===== src/rtl/vga_timing_pkg.sv =====
// Shared VGA timing definitions. The sync generator and the later
// pixel/colour stage both import this package.
// Contents: default 640x480@60 timing, derived line/frame totals, the
// sync polarity and a small window-decode helper.
package vga_timing_pkg;

  localparam int COORD_W      = 10;

  localparam int DEF_CLK_DIV  = 2;
  localparam int DEF_H_ACTIVE = 640;
  localparam int DEF_H_FP     = 16;
  localparam int DEF_H_SYNC   = 96;
  localparam int DEF_H_BP     = 48;
  localparam int DEF_V_ACTIVE = 480;
  localparam int DEF_V_FP     = 10;
  localparam int DEF_V_SYNC   = 2;
  localparam int DEF_V_BP     = 33;

  // Both sync pulses are active-low for this mode.
  localparam logic SYNC_ACTIVE = 1'b0;

  // Total length of a line (pixels) or a frame (lines).
  function automatic int span_total(input int active, input int fp,
                                    input int sync, input int bp);
    return active + fp + sync + bp;
  endfunction

  localparam int DEF_H_TOTAL = span_total(DEF_H_ACTIVE, DEF_H_FP, DEF_H_SYNC, DEF_H_BP);
  localparam int DEF_V_TOTAL = span_total(DEF_V_ACTIVE, DEF_V_FP, DEF_V_SYNC, DEF_V_BP);

  // Inclusive range test on a coordinate.
  function automatic logic in_window(input logic [COORD_W-1:0] v,
                                     input logic [COORD_W-1:0] lo,
                                     input logic [COORD_W-1:0] hi);
    return (v >= lo) && (v <= hi);
  endfunction

endpackage


===== src/rtl/pixel_tick_gen.sv =====
// Pixel-strobe divider. The counter runs 0..CLK_DIV-1 and wraps.
// The strobe is registered, so it is high for the one clock cycle that
// follows the edge on which the counter wraps. With CLK_DIV=1 the
// counter never leaves 0, so the strobe stays high after reset.
// Ports:
//   clk   in  1  clock, rising edge
//   rst_n in  1  asynchronous active-low reset
//   tick  out 1  one-cycle pixel strobe
module pixel_tick_gen #(
  parameter int CLK_DIV = 2
) (
  input  logic clk,
  input  logic rst_n,
  output logic tick
);

  localparam int DIV_W = (CLK_DIV > 1) ? $clog2(CLK_DIV) : 1;
  localparam logic [DIV_W-1:0] DIV_LAST = DIV_W'(CLK_DIV - 1);

  logic [DIV_W-1:0] div_cnt;
  logic             div_wrap;

  assign div_wrap = (div_cnt == DIV_LAST);

  always_ff @(posedge clk or negedge rst_n) begin
    if (!rst_n) begin
      div_cnt <= '0;
      tick    <= 1'b0;
    end else begin
      div_cnt <= div_wrap ? '0 : div_cnt + DIV_W'(1);
      tick    <= div_wrap;
    end
  end

endmodule


===== src/rtl/vga_sync_gen.sv =====
// VGA sync generator: pixel/line counters and sync/blanking decode.
// The counters reset to the last position of the frame. The first
// pixel advance therefore wraps to (0,0) and raises FRAME_START.
// HSYNC, VSYNC, VIDEO_ON and FRAME_START are decoded from the
// next-state counter values and registered on the same edge as the
// counters. They line up with PIX_X/PIX_Y and cannot glitch.
// Ports:
//   CLK_IN      in  1   sole clock, rising edge
//   RESET_N     in  1   asynchronous active-low reset
//   PIX_TICK    out 1   one-cycle pixel strobe
//   PIX_X       out 10  horizontal counter (includes blanking)
//   PIX_Y       out 10  vertical counter (includes blanking)
//   HSYNC       out 1   horizontal sync, active-low
//   VSYNC       out 1   vertical sync, active-low
//   VIDEO_ON    out 1   high inside the visible area
//   FRAME_START out 1   one-cycle pulse on the first cycle at (0,0)
module vga_sync_gen
  import vga_timing_pkg::*;
#(
  parameter int CLK_DIV  = DEF_CLK_DIV,
  parameter int H_ACTIVE = DEF_H_ACTIVE,
  parameter int H_FP     = DEF_H_FP,
  parameter int H_SYNC   = DEF_H_SYNC,
  parameter int H_BP     = DEF_H_BP,
  parameter int V_ACTIVE = DEF_V_ACTIVE,
  parameter int V_FP     = DEF_V_FP,
  parameter int V_SYNC   = DEF_V_SYNC,
  parameter int V_BP     = DEF_V_BP
) (
  input  logic               CLK_IN,
  input  logic               RESET_N,
  output logic               PIX_TICK,
  output logic [COORD_W-1:0] PIX_X,
  output logic [COORD_W-1:0] PIX_Y,
  output logic               HSYNC,
  output logic               VSYNC,
  output logic               VIDEO_ON,
  output logic               FRAME_START
);

  localparam int H_TOTAL = span_total(H_ACTIVE, H_FP, H_SYNC, H_BP);
  localparam int V_TOTAL = span_total(V_ACTIVE, V_FP, V_SYNC, V_BP);

  localparam logic [COORD_W-1:0] H_LAST    = COORD_W'(H_TOTAL - 1);
  localparam logic [COORD_W-1:0] V_LAST    = COORD_W'(V_TOTAL - 1);
  localparam logic [COORD_W-1:0] H_VIS     = COORD_W'(H_ACTIVE);
  localparam logic [COORD_W-1:0] V_VIS     = COORD_W'(V_ACTIVE);
  localparam logic [COORD_W-1:0] H_SYNC_LO = COORD_W'(H_ACTIVE + H_FP);
  localparam logic [COORD_W-1:0] H_SYNC_HI = COORD_W'(H_ACTIVE + H_FP + H_SYNC - 1);
  localparam logic [COORD_W-1:0] V_SYNC_LO = COORD_W'(V_ACTIVE + V_FP);
  localparam logic [COORD_W-1:0] V_SYNC_HI = COORD_W'(V_ACTIVE + V_FP + V_SYNC - 1);

  logic [COORD_W-1:0] x_next;
  logic [COORD_W-1:0] y_next;
  logic               h_wrap;

  pixel_tick_gen #(
    .CLK_DIV (CLK_DIV)
  ) u_tick (
    .clk   (CLK_IN),
    .rst_n (RESET_N),
    .tick  (PIX_TICK)
  );

  // Next counter position. It only moves on a cycle where the strobe is high.
  always_comb begin
    h_wrap = (PIX_X == H_LAST);
    x_next = PIX_X;
    y_next = PIX_Y;
    if (PIX_TICK) begin
      x_next = h_wrap ? '0 : PIX_X + COORD_W'(1);
      if (h_wrap) begin
        y_next = (PIX_Y == V_LAST) ? '0 : PIX_Y + COORD_W'(1);
      end
    end
  end

  always_ff @(posedge CLK_IN or negedge RESET_N) begin
    if (!RESET_N) begin
      PIX_X       <= H_LAST;
      PIX_Y       <= V_LAST;
      HSYNC       <= ~SYNC_ACTIVE;
      VSYNC       <= ~SYNC_ACTIVE;
      VIDEO_ON    <= 1'b0;
      FRAME_START <= 1'b0;
    end else begin
      PIX_X       <= x_next;
      PIX_Y       <= y_next;
      HSYNC       <= in_window(x_next, H_SYNC_LO, H_SYNC_HI) ? SYNC_ACTIVE : ~SYNC_ACTIVE;
      VSYNC       <= in_window(y_next, V_SYNC_LO, V_SYNC_HI) ? SYNC_ACTIVE : ~SYNC_ACTIVE;
      VIDEO_ON    <= (x_next < H_VIS) && (y_next < V_VIS);
      // The strobe-gated step into (0,0) is the only way to enter the
      // first pixel. That entry is the frame's first cycle there.
      FRAME_START <= PIX_TICK && h_wrap && (PIX_Y == V_LAST);
    end
  end

endmodule


===== config.mk =====
export PLATFORM = sky130hd
export DESIGN_NAME = vga_sync_gen
export DESIGN_NICKNAME = d
export VERILOG_FILES = /design/src/rtl/vga_timing_pkg.sv /design/src/rtl/pixel_tick_gen.sv /design/src/rtl/vga_sync_gen.sv
export SDC_FILE = /design/constraint.sdc
export NUM_CORES = 1
export LEC_CHECK = 0
export CORE_UTILIZATION = 45
export CTS_CLUSTER_DIAMETER = 200
export DETAILED_ROUTE_END_ITERATION = 12
export PLACE_DENSITY = 0.78
export SETUP_SLACK_MARGIN = 0.2
export SYNTH_ARGS = -nofsm -noshare
export SYNTH_HDL_FRONTEND = slang
export SYNTH_SLANG_ARGS = --single-unit

===== constraint.sdc =====
create_clock -name CLK_IN -period 2.1 [get_ports CLK_IN]
set_input_delay 0.63 -clock CLK_IN [delete_from_list [all_inputs] [get_ports CLK_IN]]
set_output_delay 0.63 -clock CLK_IN [all_outputs]
set_load 0.01 [all_outputs]

==> run_results.csv <==
group,metric,value,unit
routing,num_vias,1397,
synth,synth_compound_area_share,10.14,%
timing,timing.final.ws_setup,-55.68,ps
timing,fmax,0.4639,GHz
layout,finish.utilization,76.38,%
critical_path,worstSetupStartpointType,"flip-flop",
synth,synth_fa_ha_area_share,2.717,%
synth,synth_xor_xnor_area_share,7.609,%
clock_network,cts_buffers,3,
clock_network,clk_latency,330,ps
synth,synthArstFlopShare,100.0,%
run_status,status,"complete, but fails checks",
power_and_ir_drop,seqPwrFrac,64.8,%
timing,final_hold_viol_count,0,
timing,period_minus_slack,2156,ps
synth,synth_edf_count,0,
clock_network,cts-hold-fix-buffers,0,
power_and_ir_drop,power_density,358.5,mW/mm^2
layout,final_nets,207,
worst_hold_path,hp-class,"reg2reg",
layout,seq_area,666.9,sq um
synth,ys_seq_area_share,48.19,%
synth,synthMuxAreaShare,0.8152,%
layout,multi_input_area,822.0,sq um
timing,slew_headroom,73.83,%
power_and_ir_drop,peakVddDrop,0.4007,mV
synth,yosysUniqueCellTypes,41,
die,die-height,57.41,um
timing,whs,400.4,ps
clock_network,cts_root_buffer,"clkbuf_4",
run,cap_viol_max_count,0,
timing,finalMaxSlewViolations,0,
routing,drt_wl_total,4318,um
critical_path,worstPathCellList,"or4b_4 -> or4_4 -> or3_4 -> a22oi_2 -> nand4_1",
critical_path,crit_type,"reg2reg",
die,start_util,48.83,%
run_status,violations,"design-rule violations, negative setup slack",
power_and_ir_drop,switching_share,21.11,%
layout,area_delta_synth_final,56.43,%
synth,ys_top_cells_by_area,"dfrtp_1, dfstp_2, xor2_1, nand4_1, nand3_1",
synth,netlist_instances,138,
clock_network,cts_tree,"yes",
critical_path,cp.arrival,2420,ps
place,port_buffers,26,
clock_network,cts.sink_count,26,
power_and_ir_drop,p_clk_share,33.6,%
critical_path,end_kind,"flip-flop",
synth,avgSynthCellArea,10.01,sq um
synth,synth_flop_cell,"dfrtp_1",
power_and_ir_drop,p_int,0.6111,mW
synth,syn-num-nets,143,
die,coreArea,0.002829,sq mm
layout,drive_above_1_share,42.29,%
routing,wl_per_cell,18.61,um
power_and_ir_drop,pwr-share-comb,1.6,%
synth,synth_top_family_by_area,"simple AND/OR/NAND/NOR gates",
synth,synth-simple-area-share,26.81,%
critical_path,required,2360,ps
synth,syn_area,0.001381,sq mm
layout,diodes,0,
timing,skew,7.146,ps
grt,grt_max_degree,27,
synth,yosys_warnings,0,
synth,yosys.cell_count.top_type,"dfrtp_1",
synth,synthTopCellsByCount,"dfrtp_1, dfstp_2, nand3_1",
power_and_ir_drop,switchingPower,0.1636,mW
clock_network,clk_pin_slew,150,ps
routing,drc_errors,1,
synth,ys_ff_latch,26,
critical_path,crit_fanout,3,
place,post-dp-hpwl,2574,um
routing,drt_pass1_iterations,8,
routing,via_per_inst,6.022,
grt,grt_usage,27.34,%
timing,rsz0062_at_grt,"yes",
die,row_count,19,
clock_network,htreeDepth,1,
place,gp_congestion,0.8863,
timing,tightest_slew,387.1,ps
die,die-area,0.003295,sq mm
die,die_x,57.41,um
grt,grt_pass1_vias,1376,
routing,detail-route-antenna-nets,0,
power_and_ir_drop,p_leak,1.049,nW
layout,fillers,189,
grt,antenna_found_initial,0,
timing,setup_viol,4,
grt,overflow,0,
die,io_pins,27,
timing,fin_crit_sh,102.7,%
routing,drt_iter0_drc,84,
grt,grt_pass1_wl,6706,um
synth,synth_largest_area_cell,"dfrtp_1",
timing,tns,-146.6,ps
clock_network,clock_path_buffers,2,
critical_path,max_stage_delay,570,ps
critical_path,slowest_stage,"or4b_4",
synth,synth_top_area_share,25.36,%
==> path summary, 6_finish.rpt <==
kind	start	endpoint	slack, ps	cells past startpoint
setup reg to reg	PIX_X[5]	VSYNC	-60	5
min in group asynchronous	RESET_N	PIX_Y[5]	650	2
setup / recovery	PIX_X[5]	VSYNC	-60	5
hold reg to reg	u_tick.div_cnt	u_tick.tick	400	0
hold / removal	u_tick.div_cnt	u_tick.tick	400	0
max in group asynchronous	RESET_N	PIX_X[4]	1150	2
==> layout make-up <==
type | count | share of cell area [%]
inverters | 8 | 1.390
multi-input cells | 99 | 38.04
well taps | 31 | 1.795
repair buffers | 64 | 26.23
clock buffers | 4 | 1.679
flip-flops and latches | 26 | 30.86
==> routing by layer <==
layer  GRT usage [%]  routed length, um  share of wire, %
met2           48.01               2254                52
met4           14.98                211               4.9
met1           32.16               1621                38
met3           3.628                230               5.3
met5               0                  0                 0
==> sequential cells by signal (all words and copies together) (netlist names) <==
| register | count |
|---|---|
| FRAME_START | 1 |
| PIX_X | 10 |
| u_tick.div_cnt | 1 |
| HSYNC | 1 |
| VIDEO_ON | 1 |
| VSYNC | 1 |
| PIX_Y | 10 |
| u_tick.tick | 1 |
==> through the flow <==
| stage | instances | worst slack (ps) | power, mW | cell area, sq um |
|---|---|---|---|---|
| floorplan | 138 | -193.7 | 0.5105 | 1433 |
| global placement | 206 | 13.43 | 0.5231 | 1827 |
| detailed placement | 206 | -49.18 | 0.5236 | 1827 |
| CTS | 229 | 27.20 | 0.7803 | 2085 |
| global route | 232 | -114.3 | 0.8018 | 2161 |
| finish | 232 | -55.68 | 0.7746 | 2161 |
==> placed cells by master, fill, tap and decap left out, types with 4 or more instances in the layout <==
master	synthesis	final
buf_4	0	28
nor2_1	8	6
o21ai_0	6	5
xor2_1	8	7
nand3_1	9	9
dfstp_2	12	12
buf_6	0	9
inv_1	8	7
clkdlybuf4s50_1	0	7
dlygate4sd2_1	0	13
and4_1	4	4
or3_1	5	4
nand2_1	8	8
nand4_1	8	8
dfrtp_1	14	13
xnor2_1	4	4
==> worst max-delay path, delay by kind of cell (launching register included) <==
kind	cells	cell delay [ps]
AO/OA/AOI/OAI	1	120
flip-flops	1	400
AND/OR/NAND/NOR	4	1570
==> logic make-up (layout without fill, tap and decap cells) <==
group	after synthesis	after routing
AOI/OAI and AO/OA	21	21
xor gates and xnor gates	12	12
adders and majority gates	3	3
buffers and inverters	13	76
DFF	26	26
muxes	1	1
and+or+nand+nor	62	62
==> power groups by stage <==
stage / clock network (mW) / logic [mW] / registers [mW]
6_report: 0.260 / 0.0124 / 0.502
3_5_place_dp: 0 / 0.0132 / 0.510
2_1_floorplan: 0 / 0.000000307 / 0.511
4_1_cts: 0.265 / 0.0132 / 0.502
5_1_grt: 0.285 / 0.0149 / 0.502
3_3_place_gp: 0 / 0.0127 / 0.510
==> timing repair <==
action	in CTS	in global routing
pin swaps	8	9
endpoints found under the hold margin	0	0
gates resized for setup	41	21
buffers inserted	19	3
endpoints found under the setup margin	33	26
Note: power is estimated with default switching activity, not from simulation.
==> variant 1: new RTL, config.mk and constraints unchanged <==
Register the output `HSYNC` once more, cleared by the reset; this adds one clock of latency there. The other outputs are not delayed to match.
--- a/src/rtl/vga_sync_gen.sv
+++ b/src/rtl/vga_sync_gen.sv
@@ -51,4 +51,6 @@
   localparam logic [COORD_W-1:0] V_SYNC_HI = COORD_W'(V_ACTIVE + V_FP + V_SYNC - 1);
 
+  logic HSYNC_s0;
+
   logic [COORD_W-1:0] x_next;
   logic [COORD_W-1:0] y_next;
@@ -80,5 +82,5 @@
       PIX_X       <= H_LAST;
       PIX_Y       <= V_LAST;
-      HSYNC       <= ~SYNC_ACTIVE;
+      HSYNC_s0    <= ~SYNC_ACTIVE;
       VSYNC       <= ~SYNC_ACTIVE;
       VIDEO_ON    <= 1'b0;
@@ -87,5 +89,5 @@
       PIX_X       <= x_next;
       PIX_Y       <= y_next;
-      HSYNC       <= in_window(x_next, H_SYNC_LO, H_SYNC_HI) ? SYNC_ACTIVE : ~SYNC_ACTIVE;
+      HSYNC_s0    <= in_window(x_next, H_SYNC_LO, H_SYNC_HI) ? SYNC_ACTIVE : ~SYNC_ACTIVE;
       VSYNC       <= in_window(y_next, V_SYNC_LO, V_SYNC_HI) ? SYNC_ACTIVE : ~SYNC_ACTIVE;
       VIDEO_ON    <= (x_next < H_VIS) && (y_next < V_VIS);
@@ -96,4 +98,12 @@
   end
 
+  always_ff @(posedge CLK_IN or negedge RESET_N) begin
+    if (!RESET_N) begin
+      HSYNC <= '0;
+    end else begin
+      HSYNC <= HSYNC_s0;
+    end
+  end
+
 endmodule
 
Check against the original RTL: not equivalent (Yosys sat finds a counterexample within 4 cycles, from zero or initial values and one cycle with RESET_N low).
==> variant 1 against the unedited design <==
Power down 0.13%. Sequential power rose by 4%. Clock power shrank 8%. Worst setup slack better by 75 ps. Routed wire length down 6.5%. Clock skew shrank 0.68 ps. Worst hold slack better by 1.6 ps. Utilization fell by 6.5 points. Final area shrank 1.3%. Maximum frequency rose by 3.6%. Area after synthesis is 4.2% higher. Sequential cell count up 1. Critical path type unchanged. Largest cell class unchanged.
==> variant 1: results (changes against the unedited design) <==
* Post-synth top cells: 20 x sky130_fd_sc_hd__nand2_1, 15 x sky130_fd_sc_hd__dfrtp_1, 12 x sky130_fd_sc_hd__dfstp_2 (was 14 x sky130_fd_sc_hd__dfrtp_1, 12 x sky130_fd_sc_hd__dfstp_2, 9 x sky130_fd_sc_hd__nand3_1)
* Compound-cell area share of the yosys netlist at 0.110 (was 0.101)
* Post-synthesis xor/xnor area fraction at 0.0670 (was 0.0761)
* First-pass GRT wire length at 6.36 mm (was 6.71 mm)
* Pin count of the biggest net entering global routing at 28 (was 27)
* Number of gates resized after cts at 32 (was 41)
* Layout cell share with drive strength beyond 1 at 0.423 (about the same)
* Worst-path fanout max at 5 (was 3)
* Syn Nets at 149 (was 143)
* Standby leakage power at 0.997 nW (was 1.05 nW)
* Outcome: finished, final reports clean (was finished, violations left)
* Adder-cell share of the synthesized area at 0.0261 (was 0.0272)
* Total setup buffers inserted after CTS at 23 (was 19)
* Start point of the worst min-delay path: HSYNC_s0 (was u_tick.div_cnt)
* 1st-iter DRT viols at 75 (was 84)
* Filler cell count in the final layout at 227 (was 189)
* Detailed-route wire length on metal 1 at 1.64 mm (was 1.62 mm)
* Mux cell area share after synthesis at 0.0296 (was 0.00815)
* Worst reg2reg path startpoint: PIX_X[0] (was PIX_X[5])
* Skew final at 6.47 ps (was 7.15 ps)
* Routed wire length on met2 at 2.04 mm (was 2.25 mm)
* Vias in the first global route at 1357 (was 1376)
* GR Layer Usage met3 at 0.0418 (was 0.0363)
* Detailed placer's ending HPWL at 2.35 mm (was 2.57 mm)
* Hold WS at 402 ps (was 400 ps)
* Data arrival time of the critical path at 2320 ps (was 2420 ps)
* Global router's overall resource usage at 0.244 (was 0.273)
* Top area cells in the synthesized netlist: sky130_fd_sc_hd__dfrtp_1 26%, sky130_fd_sc_hd__dfstp_2 22%, sky130_fd_sc_hd__nand2_1 5.2% (was sky130_fd_sc_hd__dfrtp_1 25%, sky130_fd_sc_hd__dfstp_2 23%, sky130_fd_sc_hd__xor2_1 5.1%)
* Library cell contributing the largest single delay on the critical path: sky130_fd_sc_hd__dfstp_2 (was sky130_fd_sc_hd__or4b_4)
* Worst Reg2Reg Path Length in Cells at 8 (was 5)
* Maximum vdd ir drop at 0.208 mV (was 0.401 mV)
* End of the worst register-to-register path: VIDEO_ON (was VSYNC)
* Length of routed met3 wiring at 209 um (was 230 um)
* Synthesized area divided by synthesized cell count at 9.99 um2 (was 10.0 um2)
* Count of unique library cells instantiated by Yosys at 39 (was 41)
* Setup slack, reg-to-reg at 20 ps (was -60 ps)
* Sequential-cell power consumption at 0.521 mW (was 0.502 mW)
* Met1 Track Usage GR at 0.306 (was 0.322)
* Global placer's final weighted congestion at 0.846 (was 0.886)
* DR WL/cell at 16.0 um (was 18.6 um)
-- variant 1: cell types whose count changed after synthesis, sizes merged, moves of 4 or more --
cell   change
or3        -4
and3       +5
nand2     +12
xor2       -4
-- variant 1: worst max-delay path by stage --
stage               depth (start not counted)      from        to  slack, ps
floorplan                                   7  PIX_X[0]  VIDEO_ON        200
global placement                            7  PIX_X[0]  VIDEO_ON        150
detailed placement                          7  PIX_X[0]  VIDEO_ON         80
CTS                                         1  PIX_X[0]  PIX_X[0]         20
global route                               10  PIX_X[0]  VIDEO_ON        -40
finish                                      8  PIX_X[0]  VIDEO_ON         20
-- variant 1: final cells by class --
class	instances	area [um2]	area share
repair buffers	63	522	0.245
inverters	7	26.3	0.0123
multi-input cells	107	802	0.376
clock inverters	1	5.00	0.00235
flip-flops and latches	27	701	0.328
well taps	44	55.1	0.0258
clock buffers	3	22.5	0.0106
==> variant 2: new RTL, same flow settings <==
Made on the original files. Set the package constant `COORD_W` to 20 (it was 10).
--- a/src/rtl/vga_timing_pkg.sv
+++ b/src/rtl/vga_timing_pkg.sv
@@ -5,5 +5,5 @@
 package vga_timing_pkg;
 
-  localparam int COORD_W      = 10;
+  localparam int COORD_W      = 20;
 
   localparam int DEF_CLK_DIV  = 2;
Interface: changed (resized PIX_X and PIX_Y); port bits go from 27 to 47. No check against the original RTL was run, so the function may have changed too.
==> variant 2 against the unedited design <==
The flow finishes with violations (setup timing). Power up 95%. Sequential power up 76%. Worst setup slack worse by 520 ps. Synthesized cell count increased by 92%. Die area up 88%. Final area increased by 120%. Critical path depth is 2 higher. Final cell count is 130% higher. Worst hold slack worse by 110 ps. Sequential cell count is 20 higher. Critical path type unchanged. Area after synthesis rose by 91%. Routed wire length grew to 2.5 times the old value. Global-route usage grew 4.8 points.
==> variant 2: results (changes against the unedited design) <==
* Count of unique library cells instantiated by Yosys at 58 (was 41)
* Number of vias after detailed routing at 3093 (was 1397)
* Post-route setup slack at -580 ps (was -55.7 ps)
* First-pass GRT wire length at 14.8 mm (was 6.71 mm)
* Post-layout net count at 459 (was 207)
* Post-synth top cells: 34 x sky130_fd_sc_hd__dfrtp_1, 24 x sky130_fd_sc_hd__xnor2_1, 21 x sky130_fd_sc_hd__nand2_1 (was 14 x sky130_fd_sc_hd__dfrtp_1, 12 x sky130_fd_sc_hd__dfstp_2, 9 x sky130_fd_sc_hd__nand3_1)
* Number of cells in the design after placement at 474 (was 206)
* Reg clk slew, reported paths at 100 ps (was 150 ps)
* Count of H-tree levels built during CTS at 2 (was 1)
* CTS root buf: sky130_fd_sc_hd__clkbuf_8 (was sky130_fd_sc_hd__clkbuf_4)
* Leading registers by flop count: PIX_X (20), PIX_Y (20) (was PIX_X (10), PIX_Y (10))
* Synthesized area divided by synthesized cell count at 9.98 um2 (was 10.0 um2)
* Syn Nets at 270 (was 143)
* Pin count of the biggest net entering global routing at 26 (was 27)
* Standby leakage power at 2.41 nW (was 1.05 nW)
* Switching share of power at 0.231 (was 0.211)
* Setup TNS Final at -2300 ps (was -147 ps)
* Path type of the worst min-delay path: in -> async (was reg -> reg)
* 1st-iter DRT viols at 221 (was 84)
* Violations in the final reports: setup timing (was DRC, setup timing)
* Outcome: finished, violations left (unchanged)
* Vias in the first global route at 2986 (was 1376)
* Pre-antenna DRT Iters at 5 (was 8)
* Layout cell share with drive strength beyond 1 at 0.541 (was 0.423)
* Number of endpoints failing setup at the final stage at 10 (was 4)
* Port bufs at 46 (was 26)
* Global router's overall resource usage at 0.321 (was 0.273)
* Global placer's final weighted congestion at 0.914 (was 0.886)
* Routed WL at 11.0 mm (was 4.32 mm)
* Pin slew with the least headroom to its limit at 629 ps (was 387 ps)
* Worst Reg2Reg Path Length in Cells at 7 (was 5)
* Final Instance Area at 0.00467 mm2 (was 0.00216 mm2)
* Library cell contributing the largest single delay on the critical path: sky130_fd_sc_hd__dfstp_2 (was sky130_fd_sc_hd__or4b_4)
* Sequential area share after synthesis at 0.441 (was 0.482)
* Top area cells in the synthesized netlist: sky130_fd_sc_hd__dfrtp_1 32%, sky130_fd_sc_hd__dfstp_2 12%, sky130_fd_sc_hd__xnor2_1 7.9% (was sky130_fd_sc_hd__dfrtp_1 25%, sky130_fd_sc_hd__dfstp_2 23%, sky130_fd_sc_hd__xor2_1 5.1%)
==> variant 2: kinds of logic (layout without fill, tap and decap cells) <==
logic type / after synthesis / after routing / share of synthesized area
simple gates: 135 / 135 / 0.320
fa+ha+maj: 3 / 3 / 0.0142
compound gates: 22 / 22 / 0.0568
flops: 46 / 46 / 0.441
xor+xnor: 35 / 35 / 0.116
mux: 6 / 6 / 0.0241
buf+inv: 18 / 208 / 0.0284
==> variant 2: per-layer routing <==
metal  part of all wire  GRT usage  vias up  wire length [um]
met5                  0          0        -                 0
met4              0.067      0.178        0               731
met3              0.066     0.0593       60               723
met2               0.51      0.555      194              5550
met1               0.36      0.372     1512              3970
li1                   -          -     1327                 -
==> variant 2: power groups by stage <==
stage	combinational [mW]	clock [mW]	sequential (mW)
detailed placement	0.0213	0	0.903
global route	0.0244	0.635	0.886
global placement	0.0214	0	0.903
finish	0.0207	0.601	0.886
floorplan	0.000000630	0	0.903
CTS	0.0213	0.585	0.886
==> variant 2: repair_timing <==
action | 4_1_cts | 5_1_grt
gates resized for setup | 116 | 55
setup endpoints to repair | 57 | 34
pin swaps | 15 | 16
buffers inserted | 29 | 16
==> variant 2: final timing paths <==
check                               start           to  slack, ps
min in group CLK_IN        u_tick.div_cnt  u_tick.tick        400
setup / recovery                 PIX_Y[9]     VIDEO_ON       -580
hold / removal                    RESET_N     VIDEO_ON        290
max in group asynchronous         RESET_N     PIX_X[1]       1490
setup reg to reg                 PIX_Y[9]     VIDEO_ON       -580
hold reg to reg            u_tick.div_cnt  u_tick.tick        400
==> variant 2: layout make-up <==
cell class,instances,share of cell area
well taps,72,0.0193
inverters,9,0.00777
repair buffers,191,0.330
flip-flops and latches,46,0.251
multi-input cells,201,0.372
clock buffers,8,0.0193
